[config.mk]
export PLATFORM = sky130hd
export DESIGN_NAME = ifu_pc_fetch
export DESIGN_NICKNAME = d
export VERILOG_FILES = /design/src/rtl/ifu_pc_fetch.sv
export SDC_FILE = /design/constraint.sdc
export NUM_CORES = 1
export LEC_CHECK = 0
export BUFFER_PORTS_ARGS = -buffer_cell sky130_fd_sc_hd__buf_2
export CAP_MARGIN = 20
export CORE_UTILIZATION = 35
export DETAILED_ROUTE_END_ITERATION = 16
export GPL_TIMING_DRIVEN = 0
export SLEW_MARGIN = 20
export SYNTH_ARGS = -nofsm -noshare
export SYNTH_HDL_FRONTEND = slang
export SYNTH_SLANG_ARGS = --single-unit
[constraint.sdc]
create_clock -name clk -period 3.36 [get_ports clk]
set_clock_uncertainty 0.1 [all_clocks]
set_input_delay 0.168 -clock clk [delete_from_list [all_inputs] [get_ports clk]]
set_output_delay 0.168 -clock clk [all_outputs]
set_load 0.01 [all_outputs]
[src/rtl/ifu_pc_fetch.sv]
// PC register and single-outstanding instruction-fetch sequencer for the multicycle NPC core.
// Fetches a doubleword at pc & ~7, hands the selected 32-bit word to decode, then waits for commit.
module ifu_pc_fetch #(
    parameter logic [63:0] RESET_PC = 64'h0000_0000_8000_0000,
    parameter int          CNT_W    = 64
) (
    input  logic             clk,
    input  logic             rst,
    output logic             imem_req,
    output logic [63:0]      imem_addr,
    input  logic             imem_gnt,
    input  logic             imem_rvalid,
    input  logic [63:0]      imem_rdata,
    input  logic             imem_rerr,
    output logic             inst_valid,
    input  logic             inst_ready,
    output logic [31:0]      inst,
    output logic [63:0]      cpupc,
    input  logic             dnpc_valid,
    input  logic [63:0]      dnpc,
    output logic             fetch_err,
    output logic [CNT_W-1:0] fetch_cnt
);

    typedef enum logic [2:0] {
        S_REQ,
        S_WAIT,
        S_HOLD,
        S_EXEC,
        S_ERR
    } state_t;

    state_t           state_q, state_d;
    logic [63:0]      cpupc_q, cpupc_d;
    logic [31:0]      inst_q, inst_d;
    logic             inst_valid_q, inst_valid_d;
    logic             imem_req_q, imem_req_d;
    logic             fetch_err_q, fetch_err_d;
    logic [CNT_W-1:0] fetch_cnt_q, fetch_cnt_d;
    logic [31:0]      rdata_word;

    assign rdata_word = cpupc_q[2] ? imem_rdata[63:32] : imem_rdata[31:0];

    always_comb begin
        state_d      = state_q;
        cpupc_d      = cpupc_q;
        inst_d       = inst_q;
        inst_valid_d = inst_valid_q;
        imem_req_d   = imem_req_q;
        fetch_err_d  = fetch_err_q;
        fetch_cnt_d  = fetch_cnt_q;
        case (state_q)
            S_REQ: begin
                // First REQ cycle after reset only raises the request; anything
                // arriving from the memory in that cycle belongs to a dead fetch.
                if (!imem_req_q) begin
                    imem_req_d = 1'b1;
                end else if (imem_gnt) begin
                    imem_req_d = 1'b0;
                    if (imem_rvalid && imem_rerr) begin
                        fetch_err_d = 1'b1;
                        state_d     = S_ERR;
                    end else if (imem_rvalid) begin
                        inst_d       = rdata_word;
                        inst_valid_d = 1'b1;
                        state_d      = S_HOLD;
                    end else begin
                        state_d = S_WAIT;
                    end
                end
            end
            S_WAIT: begin
                if (imem_rvalid && imem_rerr) begin
                    fetch_err_d = 1'b1;
                    state_d     = S_ERR;
                end else if (imem_rvalid) begin
                    inst_d       = rdata_word;
                    inst_valid_d = 1'b1;
                    state_d      = S_HOLD;
                end
            end
            S_HOLD: begin
                if (inst_ready) begin
                    inst_valid_d = 1'b0;
                    fetch_cnt_d  = fetch_cnt_q + CNT_W'(1);
                    state_d      = S_EXEC;
                end
            end
            S_EXEC: begin
                // Going straight back to REQ with the request already raised
                // keeps commit-to-valid at two cycles.
                if (dnpc_valid) begin
                    if (dnpc[1:0] == 2'b00) begin
                        cpupc_d    = dnpc;
                        imem_req_d = 1'b1;
                        state_d    = S_REQ;
                    end else begin
                        fetch_err_d = 1'b1;
                        state_d     = S_ERR;
                    end
                end
            end
            default: begin
                imem_req_d   = 1'b0;
                inst_valid_d = 1'b0;
                state_d      = S_ERR;
            end
        endcase
    end

    always_ff @(posedge clk) begin
        if (rst) begin
            state_q      <= S_REQ;
            cpupc_q      <= RESET_PC;
            inst_q       <= 32'h0;
            inst_valid_q <= 1'b0;
            imem_req_q   <= 1'b0;
            fetch_err_q  <= 1'b0;
            fetch_cnt_q  <= '0;
        end else begin
            state_q      <= state_d;
            cpupc_q      <= cpupc_d;
            inst_q       <= inst_d;
            inst_valid_q <= inst_valid_d;
            imem_req_q   <= imem_req_d;
            fetch_err_q  <= fetch_err_d;
            fetch_cnt_q  <= fetch_cnt_d;
        end
    end

    assign imem_req   = imem_req_q;
    assign imem_addr  = {cpupc_q[63:3], 3'b000};
    assign inst_valid = inst_valid_q;
    assign inst       = inst_q;
    assign cpupc      = cpupc_q;
    assign fetch_err  = fetch_err_q;
    assign fetch_cnt  = fetch_cnt_q;

endmodule

Word-level counts from Yosys, hierarchy flattened
Index checks and enable logic that the tools add are counted.
Widths: inputs -> output; s select.
{ "totals": {"output_inout_bits": 227, "ram_bits": 0, "mem_count": 0, "inputBits": 135, "reg_bits": 166, "latchBits": 0, "rom_bits": 0, "wordCells": 66} }
{ "classes": {"shift": 0, "n_mux": 33, "multipliers": 0, "n_reduce_logical": 13, "order_cmp": 0, "div_mod_pow": 0, "n_bitwise": 2, "eq_ne": 10, "add_sub_neg": 1} }
{ "ops": {"columns": ["op", "count"], "rows": [
  ["$mux 32", 5],
  ["$add 64x1->64 const B", 1],
  ["$pmux 32 s2", 1],
  ["$mux 3", 8],
  ["$mux 1", 14],
  ["$ne 2x2->1 const B", 6],
  ["$pmux 3 s4", 1],
  ["$reduce_and 5->1", 2],
  ["$reduce_and 3->1", 3],
  ["$eq 3x2->1 const B", 2],
  ["$pmux 1 s3", 2],
  ["$pmux 1 s4", 1],
  ["$reduce_and 4->1", 1],
  ["$eq 3x1->1 const B", 1],
  ["$logic_not 3->1", 1],
  ["$ne 3x3->1 const B", 1],
  ["$reduce_bool 3->1", 1],
  ["$logic_not 2->1", 1],
  ["$mux 2", 1],
  ["$not 1->1", 2],
  ["$reduce_and 2->1", 1],
  ["$reduce_bool 2->1", 1],
  ["$reduce_or 2->1", 1],
  ["$logic_and 1x1->1", 1]
]} }

Depth between registers and ports, before layout
Gate-level depths: netlist (run 1).
{ "logic_depth": {"word_depth": 6, "ltp_mapped": 7, "depth_no_buf": 6} }

Worst setup path after synthesis (run 1)
Ideal clock, no wire load.
{ "synth_path": {"path_type": "register -> register", "from": "register fetch_cnt_q[3], in the netlist fetch_cnt[3]", "to": "register fetch_cnt_q[34], in the netlist fetch_cnt[34]", "slack_ns": 1.063, "path_buffers": 0, "required_time_ns": 3.190, "synth_period_minus_slack_ns": 2.297, "setup_ns": 0.070, "stages_incl_launch_ff": 6, "arrival_ns": 2.127, "path_cell_list": "dfxtp_1 > nand4_4 > or4_4 > or4_1 > or3_1 > a21oi_1"} }
{ "synth_via": {"elab_chain_len": 1} }
{ "synth_rtl": {"columns": ["item", "line_no", "source"], "rows": [
  ["start: declaration", "39", "logic [CNT_W-1:0] fetch_cnt_q, fetch_cnt_d;"],
  ["start signal: assignment", "127", "fetch_cnt_q <= fetch_cnt_d;"],
  ["$add 64x1->64", "85", "fetch_cnt_d = fetch_cnt_q + CNT_W'(1);"]
]} }
No other way between the ends.
A chain may end at the register's enable or synchronous reset.

Worst setup path in the final report (run 1)
{ "layout_path": {"from": "register fetch_cnt_q[22], in the netlist fetch_cnt[22]", "to": "register fetch_cnt_q[41], in the netlist fetch_cnt[41]"} }
Same word-level chain as after synthesis.

==> results of run 1 <==
[final timing paths]
path | slack, ps | end | cells after the start
max | 450 | fetch_cnt[41] | 5
min | 20 | inst[1] | 3
max reg2reg | 450 | fetch_cnt[41] | 5
min reg2reg | 370 | cpupc[43] | 2
[cells by family after synthesis]
logic type / count (synthesis) / share of synthesized area [%]
compound gates: 161 / 12.3
xor+xnor: 35 / 4.15
fa+ha+maj: 1 / 0.169
buf+inv: 120 / 9.34
flops: 166 / 44.9
mux: 33 / 4.48
other cells: 1 / 0.0507
simple gates: 375 / 24.5
[area by class of cell]
| type | count | area (sq um) | area share, % |
|---|---|---|---|
| clock inverter | 13 | 145 | 1.31 |
| tap | 270 | 338 | 3.05 |
| buffer | 112 | 661 | 5.96 |
| multi-input combinational | 608 | 3400 | 30.7 |
| sequential | 166 | 3320 | 30.0 |
| timing repair buffer | 453 | 2740 | 24.8 |
| inverter | 8 | 30.0 | 0.271 |
| clock buffer | 18 | 439 | 3.97 |
[metal layers]
layer / vias up / routed length [microns]
met1: 3696 / 11100
met3: 21 / 1390
met4: 0 / 231
li1: 3960 / -
met5: - / 0
met2: 254 / 12700
[cells in the mapped netlist (all sizes together) (2+ instances only)]
master,count
nand4,26
or4,7
nand2,152
nor3b,3
mux2i,32
xnor2,17
o32ai,2
o21ai,24
buf,64
a211oi,33
nand3b,2
inv,8
and3,3
nor2,85
nand3,30
or3,27
nor4,19
clkbuf,48
nor3,5
a21oi,97
nor2b,2
or2,7
and4,2
dfxtp,166
xor2,18
o31ai,2
nand4b,2
[layout by cell type, fill, tap and decap left out, drive strengths merged, types with 13 or more instances in the layout]
cell type    netlist  layout
a211oi            33      33
a21oi             97      97
dlygate4sd3        0      95
nand3             30      30
dfxtp            166     166
clkbuf            48      66
nand2            152     152
xnor2             17      17
mux2i             32      32
nor2              85      85
inv                8      13
nor4              19      19
xor2              18      18
o21ai             24      24
or3               27      27
nand4             26      26
buf               64     422
[stage by stage]
step	cell area, sq um	hold slack (ps)	worst slack [ps]	power (uW)	instances
floorplan	7400	192	1060	2270	894
global placement	9530	308	486	2450	1522
detailed placement	9530	315	515	2450	1522
CTS	11100	1.50	488	4500	1648
global route	11100	5.71	261	4630	1648
finish	11100	18.5	454	4450	1648
[power groups by stage]
stage          sequential (uW)  clock, uW  combinational [uW]
4_1_cts                   2040       2000                 451
3_3_place_gp              2090          0                 361
5_1_grt                   2050       2090                 495
6_report                  2040       1960                 453
2_1_floorplan             2100          0                 167
3_5_place_dp              2090          0                 362
[critical path, delay by kind of cell (launching register included)]
family,cells,cell delay [ps]
DFF,1,410
and+or+nand+nor,4,2180
AOI/OAI and AO/OA,1,140
[registers in the layout, summed over array words and instances, names as in the netlist]
name,cells
cpupc,64
fetch_cnt,64
inst,32
state_q,3
fetch_err,1
imem_req,1
inst_valid,1
[timing repair]
item                      4_1_cts  5_1_grt
hold buffers                   95        0
hold endpoints to repair       81        0
resized for setup               0        0
==> impl_metrics.yaml, run 1 <==
cells_and_area:
  drive_above_1_share_pct: 34.3
  nNetsFinal: 1502
  fill_cells: 1979
  fin_util_pct: 54.0
  area_growth_syn_to_layout_pct: 49.8
  diodes: 0
routing:
  drtIter0Drc: 376
  totalWireLength_mm: 25.4
  firstDrtPassIters: 7
  ant_nets: 0
  vias: 7931
  drc: 0
  wl_per_cell_microns: 15.4
  vias_per_cell: 4.81
critical_path:
  cp.arrival_ps: 3150
  slowest_stage: "nor4_1"
  end_kind: "register"
  required_ps: 3610
  r2r-start: "fetch_cnt[22]"
  cp-start-kind: "register"
  crit_start: "fetch_cnt[22]"
  cp_cell_sequence: "nand4_1 -> nor4_1 -> nand3_1 -> or4_1 -> a21oi_1"
  crit_path_max_fanout: 9
  path_class: "reg -> reg"
  crit_path_max_incr_delay_ps: 890
power_and_ir_drop:
  power_switching_uw: 1090
  netSwitchingFraction_pct: 24.4
  power_density_nw_per_um2: 402
  p_leak_uw: 0.00482
  clkPwrFrac_pct: 43.9
  irDropWorstVdd_v: 0.000279
  combPwrFrac_pct: 10.2
  p_seq_share_pct: 45.9
  intPower_uw: 3360
sta:
  tightest_slew_ps: 1010
  min_period_ps: 2910
  rsz0062_at_grt: "no"
  drv_slew: 0
  fmax_mhz: 344
  finalSetupTns_ps: 0
  slew_headroom_pct: 31.9
  fin_crit_sh_pct: 86.5
  setup_viol: 0
  final-hold-violation-count: 0
global_route:
  top_usage_layer: "met2"
  grt_util_all_layers_pct: 23.0
  grtUsageMet3_pct: 5.47
  use_met1_pct: 28.9
  antenna_found_initial: 0
  grt_pass1_vias: 7372
  grt_pass1_wl_mm: 39.2
  grt_start_max_net_pins: 17
  grt-ovfl-total: 0
  grtUsageMet2_pct: 40.0
synth:
  ys_warn_count: 0
  postSynthCellCount: 892
  synth_area_leader_cell: "dfxtp_1"
  synth_top_cells_by_area: "dfxtp_1 (45%), nand2_1 (7.7%), a21oi_1 (6.6%)"
  synth_top_flop_cell: "dfxtp_1"
  yosys_register_bits: 166
  ys_types: 44
  async_flop_share_pct: 0
  synth_edf_count: 0
  yosys.area.top_type_share_pct: 44.9
  ys_seq_area_share_pct: 44.9
  syn_area_per_cell_sq_um: 8.29
  syn-cell-area_sq_um: 7390
die:
  initial_core_util_pct: 36.1
  core_sq_um: 20500
  pin_count: 362
  fp.dieH_microns: 147
  design.die.area_sq_um: 21700
  rows: 52
  die_x_microns: 147
clocking:
  cts-root-buf: "clkbuf_16"
  clkTransAtPathRegs_ps: 70
  cts_sinks: 166
  tritoncts: "yes"
  post_cts_buffers: 0
  clockBufferDepth: 2
  htree_levels: 4
  cts_buffers: 17
  clock_latency_ps: 420
status:
  status: "finished clean"
placement:
  port_buffers: 358
  place_hpwl_mm: 19.2
  routabilityCongestion: 0.830
worst_hold_path:
  min_path_type: "in -> reg"
  min_from: "imem_rdata[1]"
job:
  maxCapViolations: 0
(Power assumes the default switching activity.)
==> run 2, diff against run 1 <==
--- a/config.mk
+++ b/config.mk
@@ -9,6 +9,7 @@
 export CAP_MARGIN = 20
 export CORE_UTILIZATION = 35
 export DETAILED_ROUTE_END_ITERATION = 16
+export GPL_ROUTABILITY_DRIVEN = 1
 export GPL_TIMING_DRIVEN = 0
 export SLEW_MARGIN = 20
 export SYNTH_ARGS = -nofsm -noshare
==> constraint.sdc (replaced) <==
create_clock -name clk -period 3.8 [get_ports clk]
set_clock_uncertainty 0.1 [all_clocks]
set_input_delay 0.19 -clock clk [delete_from_list [all_inputs] [get_ports clk]]
set_output_delay 0.19 -clock clk [all_outputs]
set_load 0.01 [all_outputs]
==> run 2 against run 1 <==
- largest power group unchanged
- highest routed layer unchanged
- critical endpoint unchanged
- first-iteration DRC count grew 5.3%
- clock power down 12%
- sequential share of layout area up 0.50 points
==> impl_metrics.yaml, run 2 (synthesis gave the netlist of run 1 again) <==
status:
  status: "finished clean"
sta:
  setup_viol: 0
  finalSetupTns_ps: 0
  rsz0062_at_grt: "no"
  final-hold-violation-count: 0
  slew_headroom_pct: 29.7
  min_period_ps: 2890
  fin_crit_sh_pct: 76.1
  drv_slew: 0
  fmax_mhz: 346
  whs_ps: 21.6
  tightest_slew_ps: 1040
die:
  initial_core_util_pct: 36.1
  pin_count: 362
  core_sq_um: 20500
  fp.dieH_microns: 147
  rows: 52
  design.die.area_sq_um: 21700
  die_x_microns: 147
power_and_ir_drop:
  p_total_uw: 3920
  irDropWorstVdd_v: 0.000246
  power_density_nw_per_um2: 360
  p_leak_uw: 0.00474
clocking:
  post_cts_resized: 0
  clkTransAtPathRegs_ps: 70
  cts_sinks: 166
  clockBufferDepth: 2
  tritoncts: "yes"
  clock_latency_ps: 420
  cts_buffers: 17
  post_cts_buffers: 0
  hold_buffers: 77
  cts-root-buf: "clkbuf_16"
  htree_levels: 4
critical_path:
  end_kind: "register"
  path_class: "reg -> reg"
  cp_cell_sequence: "nand4_1 -> nor4_1 -> nand3_1 -> or4_1 -> a21oi_1"
  r2r-start: "fetch_cnt[22]"
  critical-path-top-delay-family: "simple AND/OR/NAND/NOR gates"
  cp.arrival_ps: 3140
  required_ps: 4050
  crit_start: "fetch_cnt[22]"
  cp-start-kind: "register"
  slowest_stage: "nor4_1"
  crit_path_max_incr_delay_ps: 890
  crit_path_max_fanout: 9
  path_buf_inv: 0
placement:
  place_hpwl_mm: 19.2
  port_buffers: 358
  routabilityCongestion: 0.830
global_route:
  grt_util_all_layers_pct: 22.9
  grt_pass1_wl_mm: 38.9
  grt_start_max_net_pins: 17
  grt_pass1_vias: 7243
  grt-ovfl-total: 0
  antenna_found_initial: 0
worst_hold_path:
  min_from: "imem_rdata[48]"
  min_path_type: "in -> reg"
cells_and_area:
  area_growth_syn_to_layout_pct: 47.3
  final_common_cell: "buf_2"
  diodes: 0
  nNetsFinal: 1484
  drive_above_1_share_pct: 34.7
  fill_cells: 2010
  layout.cells.most_common_list: "buf_2 (358), dfxtp_1 (166), nand2_1 (152)"
routing:
  drtIter0Drc: 396
  firstDrtPassIters: 7
  wl_per_cell_microns: 15.5
  vias: 7842
  vias_per_cell: 4.81
  ant_nets: 0
  totalWireLength_mm: 25.2
  drc: 0
job:
  maxCapViolations: 0
## run 2: final timing paths
path	endpoint	slack (ps)	depth (start not counted)
worst max-delay path	fetch_cnt[41]	910	5
worst min-delay path	inst[16]	20	3
worst max register to register	fetch_cnt[41]	910	5
worst min register to register	cpupc[43]	370	2
## run 2: area by class of cell
| type | instances | area (sq um) | share of cell area, % |
|---|---|---|---|
| Multi-Input combinational cell | 608 | 3400 | 31.2 |
| Sequential cell | 166 | 3320 | 30.5 |
| Timing Repair Buffer | 435 | 2560 | 23.5 |
| Buffer | 112 | 661 | 6.06 |
| Clock buffer | 18 | 439 | 4.03 |
| Tap cell | 270 | 338 | 3.10 |
| Clock inverter | 13 | 145 | 1.33 |
| Inverter | 8 | 30.0 | 0.276 |
## run 2: per-stage QoR
stage	instances	util, %	cell area (sq um)	setup WS, ps
final	1630	53.2	10900	907
after global routing	1630	53.2	10900	701
after CTS	1630	53.1	10900	928
after detailed placement	1522	46.5	9530	955
after global placement	1522	46.5	9530	926
after floorplan	894	-	7400	1500
## run 2: metal layers
| metal | global-route usage (%) | part of all wire (%) | vias up |
|---|---|---|---|
| li1 | - | - | 3924 |
| met1 | 28.8 | 44 | 3648 |
| met2 | 39.4 | 50 | 251 |
| met3 | 5.62 | 5.3 | 19 |
| met4 | 4.64 | 0.95 | 0 |
| met5 | 0 | 0 | - |
## run 2: power by group
part	switching (uW)	total [uW]	internal [uW]
Combinational	193	384	191
Sequential	25.6	1810	1780
Clock	740	1730	992
Total	959	3920	2960
## run 2: worst min-delay path: stages
cell and delay (ps):
buf_2 90, mux2i_1 130, a211oi_1 80
==> run 3, diff against run 2 <==
==> constraint.sdc (replaced) <==
create_clock -name clk -period 2.84 [get_ports clk]
set_clock_uncertainty 0.1 [all_clocks]
set_input_delay 0.142 -clock clk [delete_from_list [all_inputs] [get_ports clk]]
set_output_delay 0.142 -clock clk [all_outputs]
set_load 0.01 [all_outputs]
==> run 3 against run 2 <==
- sequential power rose by 34%
- worst hold slack got worse by 15 ps
- wire length rose by 2.8%
- largest cell class is now buffers
==> impl_metrics.yaml, run 3 (synthesis gave the netlist of run 1 again) <==
cells_and_area:
  fin_util_pct: 55.1
  final_common_cell: "buf_2"
  fill_cells: 1955
  drive_above_1_share_pct: 34.0
  diodes: 0
  nNetsFinal: 1519
  area_growth_syn_to_layout_pct: 52.6
  layout.cells.most_common_list: "buf_2 (358), dfxtp_1 (166), nand2_1 (152)"
routing:
  vias_per_cell: 4.81
  drc: 0
  ant_nets: 0
  vias: 8012
  drtIter0Drc: 421
  wl_per_cell_microns: 15.6
  firstDrtPassIters: 5
  totalWireLength_mm: 25.9
power_and_ir_drop:
  p_leak_uw: 0.00494
  power_density_nw_per_um2: 469
  irDropWorstVdd_v: 0.000328
critical_path:
  end_kind: "register"
  required_ps: 3090
  cp.arrival_ps: 2860
  crit_path_max_fanout: 10
  path_class: "reg -> reg"
  cp-start-kind: "register"
clocking:
  cts_buffers: 17
  tritoncts: "yes"
  post_cts_buffers: 0
  cts-root-buf: "clkbuf_16"
  clockBufferDepth: 2
  clkTransAtPathRegs_ps: 70
  cts_sinks: 166
  clock_latency_ps: 420
  htree_levels: 4
die:
  die_x_microns: 147
  rows: 52
  pin_count: 362
  core_sq_um: 20500
  initial_core_util_pct: 36.1
  fp.dieH_microns: 147
  design.die.area_sq_um: 21700
sta:
  slew_headroom_pct: 31.7
  fmax_mhz: 383
  setup_viol: 0
  whs_ps: 6.75
  final-hold-violation-count: 0
  fin_crit_sh_pct: 91.9
  drv_slew: 0
  min_period_ps: 2610
  rsz0062_at_grt: "no"
  tightest_slew_ps: 1010
placement:
  routabilityCongestion: 0.830
  place_hpwl_mm: 19.2
  port_buffers: 358
status:
  status: "finished clean"
global_route:
  antenna_found_initial: 0
  grt_start_max_net_pins: 17
  grt_pass1_wl_mm: 39.9
  grt_pass1_vias: 7509
  grt_util_all_layers_pct: 23.4
  grt-ovfl-total: 0
worst_hold_path:
  min_path_type: "in -> reg"
job:
  maxCapViolations: 0
-- run 3: changes by cell type in the layout (fill, tap and decap cells not counted) --
cell           change
dlygate4sd3_1     +35
nor3_1             -1
nor4_2             -2
nor4_1             -1
nor3_2             +1
nor4_4             +3
-- run 3: worst paths after layout --
check,startpoint,endpoint,slack (ps),cells past startpoint
worst max-delay path,fetch_cnt[3],fetch_cnt[41],230,5
worst min-delay path,imem_rdata[62],inst[30],7,3
worst max register to register,fetch_cnt[3],fetch_cnt[41],230,5
worst min register to register,cpupc[43],cpupc[43],370,2
-- run 3: per-layer routing --
layer  part of all wire, %  wire [microns]  GRT usage (%)
met1                    44           11400           29.3
met2                    49           12800           40.4
met3                   5.2            1350           5.37
met4                   1.4             376           5.82
met5                     0               0              0
-- run 3: cell type report --
cell class | count | area (sq um) | share of cell area [%]
clock inverter | 13 | 145 | 1.29
timing repair buffer | 470 | 2910 | 25.8
clock buffer | 18 | 439 | 3.89
tap | 270 | 338 | 2.99
inverter | 8 | 30.0 | 0.266
buffer | 112 | 661 | 5.85
multi-input combinational | 608 | 3430 | 30.4
sequential | 166 | 3320 | 29.5
-- run 3: per-stage QoR --
stage / power, uW / cells / TNS [ps] / area, sq um / setup slack, ps
floorplan: 2680 / 894 / 0 / 7400 / 543
global placement: 2890 / 1522 / -53.8 / 9530 / -33.7
detailed placement: 2900 / 1522 / -8.94 / 9530 / -4.85
CTS: 5340 / 1665 / 0 / 11300 / 129
global route: 5500 / 1665 / 0 / 11300 / 46.9
finish: 5290 / 1665 / 0 / 11300 / 231
-- run 3: report_power, final --
group	switching (uW)	leakage (uW)	internal [uW]
Sequential	35.0	0.00134	2380
Combinational	269	0.00332	287
Clock	990	0.000280	1330
Total	1290	0.00494	4000
-- run 3: timing repair --
item	4_1_cts	5_1_grt
hold endpoints to repair	91	0
gates resized for setup	2	4
hold buffers	112	0
setup endpoints to repair	4	6
-- run 3: worst max-delay path, stage by stage (launching register included) --
cell and delay [ps]:
dfxtp_1 460, nand4_4 220, nor4_4 640, nand3_1 420, or4_1 560, a21oi_1 140
